<file path="src/rtl/serial_arith_pkg.sv">
// Shared definitions for the bit-serial arithmetic blocks (adder now, subtractor later).
package serial_arith_pkg;

    localparam int unsigned DEFAULT_WIDTH = 8;

    typedef enum logic [1:0] {
        S_IDLE = 2'd0,
        S_RUN  = 2'd1,
        S_DONE = 2'd2
    } state_t;

endpackage

</file>
<file path="src/rtl/full_adder.sv">
// Single-bit combinational full adder; sister cell of full_subtractor.
module full_adder (
    input  logic a,
    input  logic b,
    input  logic c,
    output logic sum,
    output logic carry
);

    logic half;

    assign half  = a ^ b;
    assign sum   = half ^ c;
    assign carry = (a & b) | (c & half);

endmodule

</file>
<file path="src/rtl/serial_full_adder.sv">
// Bit-serial adder: {cout,sum} = a + b + cin, one bit per clock LSB first, start/done handshake.
module serial_full_adder
    import serial_arith_pkg::*;
#(
    parameter int unsigned WIDTH = DEFAULT_WIDTH,
    parameter int unsigned CNT_W = $clog2(WIDTH) + 1
) (
    input  logic             clk,
    input  logic             rst,
    input  logic             start,
    input  logic [WIDTH-1:0] a,
    input  logic [WIDTH-1:0] b,
    input  logic             cin,
    output logic             busy,
    output logic             done,
    output logic [WIDTH-1:0] sum,
    output logic             cout
);

    localparam logic [CNT_W-1:0] LAST_CNT = CNT_W'(WIDTH - 1);

    state_t           state;
    logic [WIDTH-1:0] a_sh;
    logic [WIDTH-1:0] b_sh;
    logic [WIDTH-1:0] res_sh;
    logic             carry;
    logic [CNT_W-1:0] cnt;

    logic             fa_sum;
    logic             fa_carry;
    logic [WIDTH-1:0] res_next;

    full_adder u_fa (
        .a     (a_sh[0]),
        .b     (b_sh[0]),
        .c     (carry),
        .sum   (fa_sum),
        .carry (fa_carry)
    );

    // Sum bits enter at the MSB so after WIDTH steps bit 0 sits at index 0.
    assign res_next = {fa_sum, res_sh[WIDTH-1:1]};

    always_ff @(posedge clk or posedge rst) begin
        if (rst) begin
            state  <= S_IDLE;
            a_sh   <= '0;
            b_sh   <= '0;
            res_sh <= '0;
            carry  <= 1'b0;
            cnt    <= '0;
            busy   <= 1'b0;
            done   <= 1'b0;
            sum    <= '0;
            cout   <= 1'b0;
        end else begin
            done <= 1'b0;
            case (state)
                S_IDLE, S_DONE: begin
                    if (start) begin
                        a_sh   <= a;
                        b_sh   <= b;
                        carry  <= cin;
                        res_sh <= '0;
                        cnt    <= '0;
                        busy   <= 1'b1;
                        state  <= S_RUN;
                    end else begin
                        state <= S_IDLE;
                    end
                end
                S_RUN: begin
                    a_sh   <= {1'b0, a_sh[WIDTH-1:1]};
                    b_sh   <= {1'b0, b_sh[WIDTH-1:1]};
                    res_sh <= res_next;
                    carry  <= fa_carry;
                    cnt    <= cnt + 1'b1;
                    if (cnt == LAST_CNT) begin
                        sum   <= res_next;
                        cout  <= fa_carry;
                        busy  <= 1'b0;
                        done  <= 1'b1;
                        state <= S_DONE;
                    end
                end
                default: begin
                    busy  <= 1'b0;
                    state <= S_IDLE;
                end
            endcase
        end
    end

endmodule

</file>
<file path="config.mk">
export PLATFORM = sky130hd
export DESIGN_NAME = serial_full_adder
export DESIGN_NICKNAME = d
export VERILOG_FILES = /design/src/rtl/serial_arith_pkg.sv /design/src/rtl/full_adder.sv /design/src/rtl/serial_full_adder.sv
export SDC_FILE = /design/constraint.sdc
export NUM_CORES = 1
export LEC_CHECK = 0
export ABC_AREA = 0
export BUFFER_PORTS_ARGS = -buffer_cell sky130_fd_sc_hd__buf_2
export CAP_MARGIN = 20
export CORE_MARGIN = 1
export CORE_UTILIZATION = 45
export CTS_CLUSTER_DIAMETER = 80
export DETAILED_ROUTE_END_ITERATION = 16
export GPL_TIMING_DRIVEN = 0
export PLACE_DENSITY = 0.69
export SETUP_SLACK_MARGIN = 0.3
export SYNTH_ARGS = -nofsm -noshare
export SYNTH_HDL_FRONTEND = slang
export SYNTH_HIERARCHICAL = 1
export SYNTH_SLANG_ARGS = --single-unit
</file>
<file path="constraint.sdc">
create_clock -name clk -period 1.95 [get_ports clk]
set_input_delay 0.4875 -clock clk [delete_from_list [all_inputs] [get_ports clk]]
set_output_delay 0.4875 -clock clk [all_outputs]
set_load 0.02 [all_outputs]
</file>
==> results.md <==
- Post-CTS Setup Bufs: 0
- Max IR drop VDD: 0.714 mV
- Critical Path RT: ~2100 ps
- DRT antenna net count: 0
- CTS Buf Count: 5
- Vias in the first global route: around 1200
- Synth top area cells: dfrtp_1 (59%), a22o_1 (13%), mux2_4 (7.7%)
- Hold buffers post-CTS: 0
- Crit path max fanout: 10
- Fill cells: 330
- Pin count of the biggest net entering global routing: 42
- Mapped Area: roughly 0.0018 mm^2
- Final Hold Fails: 0
- Core Area: 0.00369 mm^2
- Root Driver: clkbuf_8
- Max Freq: between 0.6 and 0.7 GHz
- Syn nets: 140
- GPL Wtd Cong: ~0.72
- Yosys cell types: 25
- Setup TNS: 0 ps
- # H-tree levels: 2
- Initial detailed-routing violation count: 42
- CTS max path bufs: 2
- Worst Skew: between 3 and 4 ps
- Startpoint types: flop
- Leak: roughly 1.1 nW
- Number of vias per cell: roughly 5.4
- Final setup viols: 0
- Number of I/O port buffers: 30
- Crit path kind: flop to flop
- Register area share after synthesis: between 50 and 60%
- Initial antenna violation count: 0
- RSZ-0062 raised after global routing: no
- I/O pin cnt: 31
- Post-route DRC: 0
- Std cell rows: 22
- Post-DP HPWL: ~2200 um
- Pwr Density: approximately 1700 mW/mm^2
- Gr ovfl total: 0
- Final Cycle Share: 78.5%
- Slew @ Worst Pin: just over 800 ps
- Max_cap viols: 0
- Clock slew seen by the registers of the worst setup and hold paths: roughly 70 ps
- Clk Latency, worst-skew pair: just under 300 ps
- First-pass GRT wire length: 5460 um
- Die area: around 0.0041 mm^2
- Post-Syn Area per Cell: about 15 um^2
- Worst Path Arrival: ~1700 ps
- Layout Nets: about 180
- Status: complete, no violations
- Via count: approximately 1100
- Worst slew margin: 44.5%
- Worst Hold Class: input port to async pin
- Layout cell share with drive strength beyond 1: a little under two fifths
- Critical Path Sink Type: flop
- Predominant post-synthesis flop cell: dfrtp_1
- Post-Syn Instances: roughly 120
- Final WL: ~3000 um
- Share of the synthesized area in the top cell type: between 50 and 60%
- Max Transition Viols Final: 0
- Top cells by count, synth: dfrtp_1 (41), a22o_1 (26), a21o_1 (16), mux2_4 (9), buf_2 (3)
- WL/cell: approximately 15 um
- Yosys top cell by area: dfrtp_1
- Layout overhead on the synthesized area: 16.6%
- Die Wd: 64.4 um
- Yosys warns: 6
- Die height: about 64 um
- CTS tree: yes
- Post-CTS sizing: 0
- Diode count: 0
- Initial Utilization: between 40% and 50%
- Clock period minus worst slack: approximately 1500 ps
- Seq cells post-synth: 41
- DRT Pass-1 Iters: 4
- Pwr Total: about 3.4 mW
- Post-synth EDFFs: 0
- Asr flop ratio synth: 100%
- Clk sinks: 41
- Most frequent cell after synthesis: dfrtp_1
- GRT Resource Usage Total: around 18%
## sequential cells by signal, indices dropped and copies added, names as in the netlist
register,count
cnt,4
busy,1
carry,1
res_sh,7
done,1
cout,1
b_sh,8
sum,8
a_sh,8
state,2
## cell families after synthesis
logic type / count (synthesis) / share of synthesized area [%]
compound gates: 43 / 20.2
fa+ha+maj: 2 / 1.86
flops: 41 / 58.6
mux: 12 / 9.51
buf+inv: 9 / 3.64
simple gates: 11 / 6.22
## critical path, cell delays in order, from the launching register on
cell      delay [ps]
dfrtp_1          380
ha_1             230
nand3b_4         110
nor3b_2          180
buf_6            190
mux2_4           310
## through the flow
stage                     hold WS [ps]  std cells  worst slack, ps  utilization (%)  instance area, um^2
after detailed placement           470        196              410             53.2                 1960
after floorplan                    447        118              516                -                 1750
after global placement             459        196             59.8             53.2                 1960
after global routing               428        204              332             55.3                 2040
after CTS                          396        204              407             55.3                 2040
final                              360        204              420             55.3                 2040
## where the power goes
part	internal [mW]	switching, mW
combinational	0.781	0.666
clock	0.254	0.266
sequential	1.22	0.238
total	2.25	1.17
## layout by cell type (no fill, tap or decap), drive strengths merged, types with 2 or more instances in the layout
cell,synthesis,final
buf,7,37
clkbuf,1,9
nor3b,2,2
mux2i,2,2
a22o,26,26
a21o,16,16
mux2,10,10
nor2b,2,2
nand3b,2,2
dfrtp,41,41
nor2,2,2
## path summary, 6_finish.rpt
kind	slack (ps)	start	to	depth (start not counted)
min in group clk	420	a[7]	a_sh[7]$_DFFE_PP0P_	2
max in group asynchronous	1070	rst	state[1]$_DFFE_PP0P_	2
worst min-delay path	360	rst	sum[3]$_DFFE_PP0P_	2
worst max register to register	420	cnt[0]$_DFFE_PP0P_	sum[4]$_DFFE_PP0P_	5
worst min register to register	480	cnt[3]$_DFFE_PP0P_	cnt[3]$_DFFE_PP0P_	1
worst max-delay path	420	cnt[0]$_DFFE_PP0P_	sum[4]$_DFFE_PP0P_	5
## metal layers
metal	GRT usage (%)	up-vias	wire length [um]
met5	0	-	0
met4	9.72	0	38
met3	4.29	5	150
met2	28.7	30	1420
met1	21.7	549	1380
li1	-	513	-
## cell type report
class | instances | area (um^2) | share of cell area, %
Sequential cell | 41 | 1030 | 50.3
Inverter | 1 | 3.75 | 0.184
Buffer | 8 | 60.1 | 2.94
Tap cell | 48 | 60.1 | 2.94
Multi-Input combinational cell | 68 | 661 | 32.4
Clock buffer | 8 | 80.1 | 3.92
Timing Repair Buffer | 30 | 150 | 7.36
Power figures use the tool's default switching activity.
